==> src/rtl/instr_sequencer.sv <==
// Instruction sequencer: fetches PROG_LEN words from register memory and issues I2C reads/writes.
// Optional I2C completion watchdog enabled by defining SEQ_TIMEOUT_EN.
module instr_sequencer #(
  parameter int unsigned ADDR_W         = 8,
  parameter int unsigned PROG_LEN       = 2,
  parameter int unsigned TIMEOUT_CYCLES = 1024
) (
  input  logic              clk,
  input  logic              reset_n,
  input  logic              start,
  output logic [ADDR_W-1:0] reg_addr,
  input  logic [31:0]       read_data,
  input  logic [3:0]        error_code,
  output logic              i2c_valid,
  input  logic              i2c_ready,
  output logic              i2c_rw,
  output logic [7:0]        i2c_dev,
  output logic [7:0]        i2c_reg,
  output logic [7:0]        i2c_wdata,
  input  logic              i2c_done,
  input  logic              i2c_ack_err,
  input  logic [7:0]        i2c_rdata,
  output logic              rd_valid,
  output logic [7:0]        rd_data,
  output logic              busy,
  output logic              done,
  output logic              fault,
  output logic [3:0]        fault_code
);

  typedef enum logic [2:0] {
    StIdle, StFetch, StDecode, StIssue, StWaitDone, StFault
  } state_e;

  localparam logic [ADDR_W-1:0] LastPc = ADDR_W'(PROG_LEN - 1);

  state_e            state_q, state_d;
  logic [ADDR_W-1:0] pc_q, pc_d;
  logic              rw_q, rw_d;
  logic [7:0]        dev_q, dev_d, reg_q, reg_d, wdata_q, wdata_d;
  logic [7:0]        rd_data_q, rd_data_d;
  logic              rd_valid_q, rd_valid_d, done_q, done_d;
  logic [3:0]        fault_code_q, fault_code_d;
  logic              advance;
  logic              tmo_hit;
  logic [1:0]        rst_sync_q;
  logic              rst_int_n;

  // Assert asynchronously, release two clocks later in the clk domain.
  always_ff @(posedge clk or negedge reset_n) begin
    if (!reset_n) rst_sync_q <= 2'b00;
    else          rst_sync_q <= {rst_sync_q[0], 1'b1};
  end
  assign rst_int_n = rst_sync_q[1];

`ifdef SEQ_TIMEOUT_EN
  localparam int unsigned CntW = $clog2(TIMEOUT_CYCLES + 1);
  logic [CntW-1:0] tmo_cnt_q;

  always_ff @(posedge clk or negedge rst_int_n) begin
    if (!rst_int_n)                tmo_cnt_q <= '0;
    else if (state_q == StIssue)   tmo_cnt_q <= '0;
    else if (state_q == StWaitDone) tmo_cnt_q <= tmo_cnt_q + 1'b1;
  end
  assign tmo_hit = (tmo_cnt_q == CntW'(TIMEOUT_CYCLES - 1));
`else
  logic unused_timeout;
  assign unused_timeout = ^TIMEOUT_CYCLES;
  assign tmo_hit        = 1'b0;
`endif

  always_comb begin
    state_d      = state_q;
    pc_d         = pc_q;
    rw_d         = rw_q;
    dev_d        = dev_q;
    reg_d        = reg_q;
    wdata_d      = wdata_q;
    rd_data_d    = rd_data_q;
    rd_valid_d   = 1'b0;
    done_d       = 1'b0;
    fault_code_d = fault_code_q;
    advance      = 1'b0;
    unique case (state_q)
      StIdle, StFault: begin
        if (start) begin
          pc_d         = '0;
          fault_code_d = 4'd0;
          state_d      = StFetch;
        end
      end
      StFetch: state_d = StDecode;
      StDecode: begin
        if (error_code != 4'd0) begin
          fault_code_d = 4'd1;
          state_d      = StFault;
        end else begin
          case (read_data[31:24])
            8'h00: advance = 1'b1;
            8'h01, 8'h02: begin
              rw_d    = (read_data[31:24] == 8'h01);
              dev_d   = read_data[23:16];
              reg_d   = read_data[15:8];
              wdata_d = (read_data[31:24] == 8'h02) ? read_data[7:0] : 8'h00;
              state_d = StIssue;
            end
            default: begin
              fault_code_d = 4'd2;
              state_d      = StFault;
            end
          endcase
        end
      end
      StIssue: if (i2c_ready) state_d = StWaitDone;
      StWaitDone: begin
        if (i2c_done) begin
          if (i2c_ack_err) begin
            fault_code_d = 4'd3;
            state_d      = StFault;
          end else begin
            advance = 1'b1;
            if (rw_q) begin
              rd_valid_d = 1'b1;
              rd_data_d  = i2c_rdata;
            end
          end
        end else if (tmo_hit) begin
          fault_code_d = 4'd4;
          state_d      = StFault;
        end
      end
      default: state_d = StIdle;
    endcase
    // pc stops at the last instruction; it never wraps within a run.
    if (advance) begin
      if (pc_q == LastPc) begin
        state_d = StIdle;
        done_d  = 1'b1;
      end else begin
        pc_d    = pc_q + 1'b1;
        state_d = StFetch;
      end
    end
  end

  always_ff @(posedge clk or negedge rst_int_n) begin
    if (!rst_int_n) begin
      state_q      <= StIdle;
      pc_q         <= '0;
      rw_q         <= 1'b0;
      dev_q        <= 8'h00;
      reg_q        <= 8'h00;
      wdata_q      <= 8'h00;
      rd_data_q    <= 8'h00;
      rd_valid_q   <= 1'b0;
      done_q       <= 1'b0;
      fault_code_q <= 4'd0;
    end else begin
      state_q      <= state_d;
      pc_q         <= pc_d;
      rw_q         <= rw_d;
      dev_q        <= dev_d;
      reg_q        <= reg_d;
      wdata_q      <= wdata_d;
      rd_data_q    <= rd_data_d;
      rd_valid_q   <= rd_valid_d;
      done_q       <= done_d;
      fault_code_q <= fault_code_d;
    end
  end

  assign reg_addr   = pc_q;
  assign i2c_valid  = (state_q == StIssue);
  assign i2c_rw     = rw_q;
  assign i2c_dev    = dev_q;
  assign i2c_reg    = reg_q;
  assign i2c_wdata  = wdata_q;
  assign rd_valid   = rd_valid_q;
  assign rd_data    = rd_data_q;
  assign busy       = (state_q == StFetch) || (state_q == StDecode) ||
                      (state_q == StIssue) || (state_q == StWaitDone);
  assign done       = done_q;
  assign fault      = (state_q == StFault);
  assign fault_code = fault_code_q;

endmodule

==> config.mk <==
export PLATFORM = sky130hd
export DESIGN_NAME = instr_sequencer
export DESIGN_NICKNAME = d
export VERILOG_FILES = /design/src/rtl/instr_sequencer.sv
export SDC_FILE = /design/constraint.sdc
export NUM_CORES = 1
export LEC_CHECK = 0
export ABC_AREA = 1
export ABC_CLOCK_PERIOD_IN_PS = 2200
export BUFFER_PORTS_ARGS = -buffer_cell sky130_fd_sc_hd__buf_2
export CORE_ASPECT_RATIO = 1.1
export CORE_MARGIN = 2
export CORE_UTILIZATION = 48
export CTS_CLUSTER_DIAMETER = 30
export DETAILED_ROUTE_END_ITERATION = 12
export PLACE_DENSITY_LB_ADDON = 0.08
export SYNTH_ARGS = -nofsm -noshare
export SYNTH_HDL_FRONTEND = slang
export SYNTH_SLANG_ARGS = --single-unit
==> constraint.sdc <==
create_clock -name clk -period 2.2 [get_ports clk]
set_clock_uncertainty 0.2 [all_clocks]
set_input_delay 0 -clock clk [delete_from_list [all_inputs] [get_ports clk]]
set_output_delay 0 -clock clk [all_outputs]
set_load 0.01 [all_outputs]
**Word level (Yosys, flattened, before mapping)**

Cells that the tools add are included.

- $add $sub $neg: 1
- Equal/unequal tests: 17
- Multiplexer cells: 31
- Bitwise gates (word level): 2
- Reduce and logical (&&, ||, !) cells: 14

Operators with widths:

| kind | number |
|---|---|
| $mux W8 | 5 |
| $mux W4 | 5 |
| $mux W3 | 6 |
| $eq A8 B1 Y1 const B | 2 |
| $pmux W3 S5 | 1 |
| $ne A3 B3 Y1 const B | 4 |
| $pmux W4 S3 | 1 |
| $mux W1 | 11 |
| $reduce_and A5 Y1 | 2 |
| $add A8 B1 Y8 const B | 1 |
| $eq A8 B2 Y1 const B | 1 |
| $logic_not A8 Y1 | 1 |
| $eq A3 B2 Y1 const B | 2 |
| $eq A3 B3 Y1 const B | 2 |
| $ne A2 B2 Y1 const B | 3 |
| $pmux W3 S2 | 1 |
| $ne A4 B4 Y1 const B | 1 |
| $reduce_and A4 Y1 | 1 |
| $reduce_bool A4 Y1 | 1 |
| $reduce_or A2 Y1 | 2 |
| $eq A3 B1 Y1 const B | 1 |
| $logic_not A3 Y1 | 1 |
| $logic_or A1 B1 Y1 | 3 |
| $ne A3 B1 Y1 const B | 1 |
| other kinds (5) | 6 |

- Register bits: 52
- Bits of input ports: 50
- Word-level logic and storage cells: 76

**Longest topological paths before layout**

Gate-level depths: netlist of run 1.

- Depth in word-level cells: 6
- Gate-level depth with buffers: 9
- Depth with buffers taken out: 9

**Least setup slack after synthesis of run 1**

OpenSTA, ideal clock, no wires.

- Kind: register to register
- Start point: register state_q[2]
- End point: register state_q[2]
- Setup time: 0.117 ns
- Arrival: 1.209 ns
- Data required time: 1.883 ns
- Path slack: 0.673 ns
- Cell stages (with the launch flop): 8
- Buffers on the path: 1
- Clock period less this slack: 1.527 ns
- Path through: dfrtp_1 -> buf_2 -> nor3_2 -> nand2_1 -> nand3_1 -> inv_2 -> nand3_1 -> nand2_1

RTL lines:

| item | RTL line | RTL |
|---|---|---|
| start: declaration | 37 | `state_e state_q, state_d;` |
| start signal: assignment | 148 | `state_q <= StIdle;` |
| start signal: assignment | 159 | `state_q <= state_d;` |
| $eq A3 B2 Y1 * | - |  |
| named net i2c_valid | 14 | `output logic i2c_valid,` |
| $ne A3 B1 Y1 (no line) / $pmux W3 S5 (equally long branches) | - |  |
| $reduce_and A5 Y1 (no line) / $mux W3 (equally long branches) | - |  |

Mark *: on every way through the listed nets, which the timed path passes. The rest lies on a longest branch.
A chain may end at the register's enable or synchronous reset.

**Worst setup path in the final report of run 1**

- Start point: register state_q[0]
- End point: register rw_q (netlist: i2c_rw)

- Cells in the longest elaborated chain, start to end: 2

RTL lines:

| item | RTL line | RTL |
|---|---|---|
| $eq A3 B2 Y1 | 84 | `unique case (state_q)` |
| $reduce_and A3 Y1 (no line) | - |  |
| end signal: assignment | 161 | `rw_q <= rw_d;` |
| end: declaration | 39 | `logic rw_q, rw_d;` |

No other way between the ends.

==> results of run 1 <==
## stage by stage
step	hold WS (ps)	utilization (%)	setup WS [ps]
final	16.3	71.9	130
after global placement	-415	59.6	551
after detailed placement	-414	59.6	498
after global routing	42.2	71.9	22.3
after CTS	2.61	70.5	47.8
after floorplan	-496	-	505
## cell usage in the layout, fill, tap and decap left out, types with 5 or more instances in the layout
cell,netlist,layout
inv_1,21,20
dfrtp_1,50,48
o21ai_0,9,9
nor2_1,14,14
nand3_1,36,36
clkbuf_8,0,6
buf_4,4,5
dlygate4sd3_1,0,45
o21ai_1,12,12
buf_2,2,97
nand2_1,85,85
nor2_4,5,5
## layer usage
layer	up-vias	GRT usage, %	share of wire, %
met5	-	0	0
li1	1186	-	-
met4	0	8.68	2.6
met1	1094	27.4	42
met2	65	42.1	52
met3	15	4.62	4.2
## area by class of cell
| type | instances | area (µm²) |
|---|---|---|
| tap | 58 | 72.6 |
| inverter | 24 | 93.8 |
| multi-input combinational | 198 | 1040 |
| sequential | 50 | 1250 |
| clock inverter | 1 | 5.00 |
| clock buffer | 7 | 86.3 |
| timing repair buffer | 148 | 993 |
| fill | 406 | 1390 |
## cells by family (layout without fill, tap and decap cells)
family | Yosys count | count (layout) | share of synthesized area (%)
simple gates | 158 | 160 | 31.4
compound gates | 28 | 28 | 6.37
fa+ha+maj | 2 | 2 | 1.04
xor+xnor | 5 | 5 | 1.81
flops | 50 | 50 | 51.8
other cells | 2 | 3 | 0.311
buf+inv | 34 | 180 | 7.30
## path summary, 6_finish.rpt
kind | slack [ps] | depth (start not counted) | endpoint | from
setup reg to reg | 130 | 7 | i2c_rw | state_q[0]
max in group asynchronous | 1260 | 1 | state_q[0] | rst_sync_q[1]
hold / removal | 20 | 0 | i2c_wdata[2] | rst_sync_q[1]
hold reg to reg | 20 | 0 | i2c_wdata[2] | rst_sync_q[1]
min in group clk | 20 | 5 | reg_addr[5] | i2c_done
setup / recovery | 130 | 7 | i2c_rw | state_q[0]
## power groups by stage
stage          Clock (W)  Sequential (W)  Combinational [W]
2_1_floorplan          0         0.00107           0.000392
3_3_place_gp           0         0.00106           0.000601
3_5_place_dp           0         0.00106           0.000606
4_1_cts         0.000564         0.00105           0.000657
5_1_grt         0.000594         0.00106           0.000785
6_report        0.000539         0.00105           0.000694
## timing repair
action | in CTS | in global routing
setup buffers | 0 | 2
gates resized for setup | 0 | 6
setup endpoints to repair | 0 | 8
endpoints found under the hold margin | 38 | 0
hold buffers | 45 | 0
==> results.sh, run 1 <==
export IMPL_clk_path_buf_depth=2
export IMPL_cts_sinks=50
export IMPL_min_path_type="flop to async pin"
export IMPL_crit_type="flop to flop"
export IMPL_start_kind="flop"
export IMPL_ys_top_cells_by_count="85 x nand2_1, 50 x dfrtp_1, 36 x nand3_1, 21 x inv_1, 14 x nor2_1"
export IMPL_final_setup_viol_count=0
export IMPL_synth_area_leader_cell="dfrtp_1"
export IMPL_hold_viol=0
export IMPL_n_antenna_cell=0
export IMPL_fmax_mhz=483
export IMPL_rows=27
export IMPL_placed_area_mm2=0.00294
export IMPL_cts_root_buf="clkbuf_8"
export IMPL_finalPower_w=0.00228
export IMPL_postSynthAreaPerCell_um2=8.66
export IMPL_initial_core_util_pct=49.0
export IMPL_detailed_place_hpwl_um=3930
export IMPL_final_cells=486
export IMPL_nets=479
export IMPL_synthFlopType="dfrtp_1"
export IMPL_worstSkewPairLatency_ps=300
export IMPL_required_ps=2190
export IMPL_drive_gt1_share_pct=32.5
export IMPL_ys_seq_area_share_pct=51.8
export IMPL_ios=100
export IMPL_die_y_um=78.4
export IMPL_synthesis_area_mm2=0.00242
export IMPL_synthArstFlopShare_pct=100
export IMPL_period_share_pct=94.1
export IMPL_endpoint_kind="flop"
export IMPL_p_int_w=0.00151
export IMPL_htree_num_levels=2
export IMPL_outcome="complete, no violations"
export IMPL_synth_warnings=0
export IMPL_rsz0062_at_grt="no"
export IMPL_die_w_um=71.7
export IMPL_worst_path_max_delay_cell="dlygate4sd3_1"
export IMPL_area_growth_pct=46.7
export IMPL_worstPathArrival_ps=2060
export IMPL_p_sw_share_pct=33.7
export IMPL_comb_power_share_pct=30.4
export IMPL_synth_cell_type_count=28
export IMPL_seqPwrFrac_pct=45.9
export IMPL_p_switching_w=0.000768
export IMPL_yosys_area_top_type_share_pct=51.8
export IMPL_synthCells=279
export IMPL_clockPowerShare_pct=23.6
export IMPL_finalMaxSlewViolations=0
export IMPL_synth_most_common_cell="nand2_1"
export IMPL_cpPeakStageDelay_ps=560
export IMPL_synth_edf_count=0
export IMPL_grt_pass1_wl_um=10400
export IMPL_path_cells="inv_4 -> nand3_4 -> nor2_4 -> nand4_4 -> nand2_1 -> o21ai_1 -> dlygate4sd3_1"
export IMPL_core_area_mm2=0.00493
export IMPL_power_density_mw_per_mm2=643
export IMPL_antenna_left=0
export IMPL_dr_pass1_iters=4
export IMPL_post_route_min_period_ps=2070
export IMPL_routed_wl_um=6270
export IMPL_path_clk_slew_ps=90
export IMPL_dpl_cell_count=429
export IMPL_vias=2360
export IMPL_cp_top_family="buffers and inverters"
export IMPL_synth_top_cells_by_area="dfrtp_1 52%, nand2_1 13%, nand3_1 7.5%, inv_1 3.3%, o21ai_1 2.5%"
export IMPL_timing_setup_tns_ps=0
export IMPL_vdd_drop_max_v=0.000406
export IMPL_design_area_mm2=0.00355
export IMPL_port_buffers=97
export IMPL_drt_drc_violations_left=0
export IMPL_cts_tree="yes"
export IMPL_vias_per_cell=4.86
export IMPL_grt_max_degree=29
export IMPL_maxCapViolCount=0
export IMPL_grt_pass1_vias=2254
export IMPL_antenna_found_initial=0
export IMPL_gr_total_overflow=0
export IMPL_leakage_nw=2.03
export IMPL_ys_ff_latch=50
export IMPL_routabilityCongestion=0.930
export IMPL_worst_path_buf_inv=2
export IMPL_dieArea_mm2=0.00562
export IMPL_drt_iter0_markers=85
export IMPL_numCtsBuffers=5
export IMPL_track_usage_pct=23.5
export IMPL_wire_per_inst_um=12.9
export IMPL_cp_max_fo=7
Power figures use the tool's default switching activity.
==> inputs of run 2 (changes only) <==
Settings changed: ABC_AREA 1 to not set, CORE_UTILIZATION 48 to 40.
==> results.sh, run 2 <==
export IMPL_maxCapViolCount=0
export IMPL_numCtsBuffers=5
export IMPL_wire_per_inst_um=13.7
export IMPL_worstSkewPairLatency_ps=300
export IMPL_vias=2075
export IMPL_detailed_place_hpwl_um=4050
export IMPL_cts_root_buf="clkbuf_8"
export IMPL_synth_cell_type_count=56
export IMPL_n_antenna_cell=0
export IMPL_layout_setup_ws_ps=171
export IMPL_routabilityCongestion=0.763
export IMPL_drt_drc_violations_left=0
export IMPL_grtUsageMet2_pct=31.7
export IMPL_antenna_found_initial=0
export IMPL_min_path_type="primary input to flop"
export IMPL_gr_total_overflow=0
export IMPL_fmax_mhz=493
export IMPL_placed_area_mm2=0.00301
export IMPL_finalPower_w=0.00259
export IMPL_initial_core_util_pct=41.7
export IMPL_dr_pass1_iters=4
export IMPL_ys_ff_latch=50
export IMPL_preCtsSetupSlack_ps=160
export IMPL_grt_pass1_vias=2107
export IMPL_ios=100
export IMPL_multi_input_area_mm2=0.00109
export IMPL_cp_max_fo=13
export IMPL_design_area_mm2=0.00351
export IMPL_antenna_left=0
export IMPL_synth_area_leader_cell="dfrtp_1"
export IMPL_die_y_um=85.9
export IMPL_synthesis_area_mm2=0.00244
export IMPL_synth_edf_count=0
export IMPL_die_w_um=78.4
export IMPL_cts_sinks=50
export IMPL_track_usage_pct=18.0
export IMPL_timing_setup_tns_ps=0
export IMPL_r2r_slack_ps=170
export IMPL_postSynthAreaPerCell_um2=12.1
export IMPL_ys_top_cells_by_count="50 x dfrtp_1, 15 x mux2_2, 14 x nand2_1"
export IMPL_leakage_nw=1.84
export IMPL_cts_post_setup_buffers_inserted=0
export IMPL_outcome="complete, no violations"
export IMPL_seqCellArea_mm2=0.00125
export IMPL_core_area_mm2=0.00584
export IMPL_grt_pass1_wl_um=9620
export IMPL_slew_headroom_pct=63.0
export IMPL_required_ps=2200
export IMPL_clk_path_buf_depth=2
export IMPL_ys_seq_area_share_pct=51.3
export IMPL_worstPathArrival_ps=2030
export IMPL_area_growth_pct=44.0
export IMPL_final_cell_mix="97 x buf_2, 47 x dfrtp_1, 39 x dlygate4sd3_1"
export IMPL_yosys_area_top_type_share_pct=51.3
export IMPL_power_density_mw_per_mm2=738
export IMPL_routed_wl_um=5760
export IMPL_final_setup_viol_count=0
export IMPL_synthCells=201
export IMPL_synth_most_common_cell="dfrtp_1"
export IMPL_rsz0062_at_grt="no"
export IMPL_htree_num_levels=2
export IMPL_endpoint_kind="flop"
export IMPL_layout_commonest_cell="buf_2"
export IMPL_drt_iter0_markers=42
export IMPL_fillers=488
export IMPL_vias_per_cell=4.95
export IMPL_path_clk_slew_ps=100
export IMPL_crit_type="flop to flop"
export IMPL_synth_top_cells_by_area="dfrtp_1 51%, mux2_2 6.9%, mux2_4 4.9%, a22o_1 2.9%, nand2_1 2.2%"
export IMPL_worst_slew_pin_slew_ps=551
export IMPL_finalMaxSlewViolations=0
export IMPL_vdd_drop_max_v=0.000362
export IMPL_met3_usage_pct=4.21
export IMPL_synthFlopType="dfrtp_1"
export IMPL_globalRouteMet1Util_pct=22.2
export IMPL_top_usage_layer="met2"
export IMPL_synth_warnings=0
export IMPL_synthArstFlopShare_pct=100
export IMPL_grt_max_degree=20
export IMPL_cts_tree="yes"
export IMPL_dieArea_mm2=0.00674
export IMPL_rows=29
export IMPL_hold_viol=0
export IMPL_post_route_min_period_ps=2030
export IMPL_drive_gt1_share_pct=43.6
export IMPL_port_buffers=97
export IMPL_nets=393
export IMPL_period_share_pct=92.2
export IMPL_start_kind="flop"
## run 2: cell types whose count changed in the layout (fill, tap and decap cells not counted), moves of 4 or more
cell,before,now
mux2_4,0,8
mux2i_1,0,5
nand3_1,36,1
nor2_1,14,5
nand2_2,4,0
mux2_2,0,15
nand2_1,85,14
nor3_1,0,4
o21ai_1,12,1
inv_1,20,8
a22o_1,0,8
dlygate4sd3_1,45,39
## run 2: where the power goes
part	internal [W]	total, W	switching, W
clock	0.000236	0.000560	0.000324
sequential	0.00104	0.00116	0.000124
combinational	0.000471	0.000873	0.000402
total	0.00174	0.00259	0.000850
## run 2: cells by family after synthesis
group,count (synthesis),share of synthesized area (%)
multiplexers,31,15.3
other,2,0.308
buffers and inverters,19,4.41
AND/OR/NAND/NOR,56,15.0
adder cells (fa/ha/maj),2,1.03
AO/OA/AOI/OAI,37,11.2
flip-flops,50,51.3
XOR/XNOR,4,1.44
## run 2: final cells by class
class                   instances  share of cell area (%)
repair buffers                143                    26.8
inverters                       8                   0.855
clock inverters                 3                   0.819
multi-input cells             133                    31.1
well taps                      77                    2.74
flip-flops and latches         50                    35.7
clock buffers                   5                    1.96
## run 2: worst paths after layout
path,startpoint,cells after the start,endpoint
max reg2reg,state_q[2],6,i2c_rw
min in group asynchronous,rst_sync_q[1],1,i2c_wdata[2]
min reg2reg,rst_sync_q[1],1,i2c_wdata[2]
max,state_q[2],6,i2c_rw
max in group asynchronous,rst_sync_q[1],1,state_q[2]
min,error_code[2],5,fault_code[0]
## run 2: critical path, cell delays in order (launching register included)
cell and delay [ps]:
dfrtp_2 510, nor2b_1 160, buf_4 140, nand4_1 110, o21ai_0 170, o21ai_0 90
dlygate4sd3_1 550
## run 2: what timing repair did
item	CTS	global route
setup endpoints to repair	0	3
hold endpoints to repair	47	0
resized for setup	0	3
hold buffers	39	0
## run 2: per-stage QoR
stage	hold slack, ps	util, %	instances
2_1_floorplan	-496	-	202
3_3_place_gp	-415	51.6	372
3_5_place_dp	-410	51.6	372
4_1_cts	8.80	59.9	419
5_1_grt	34.4	60.1	419
6_report	12.2	60.1	419
## run 2: layer usage
layer	wire length, µm	part of all wire [%]
met1	2450	43
met2	2880	50
met3	344	6.0
met4	74	1.3
met5	0	0
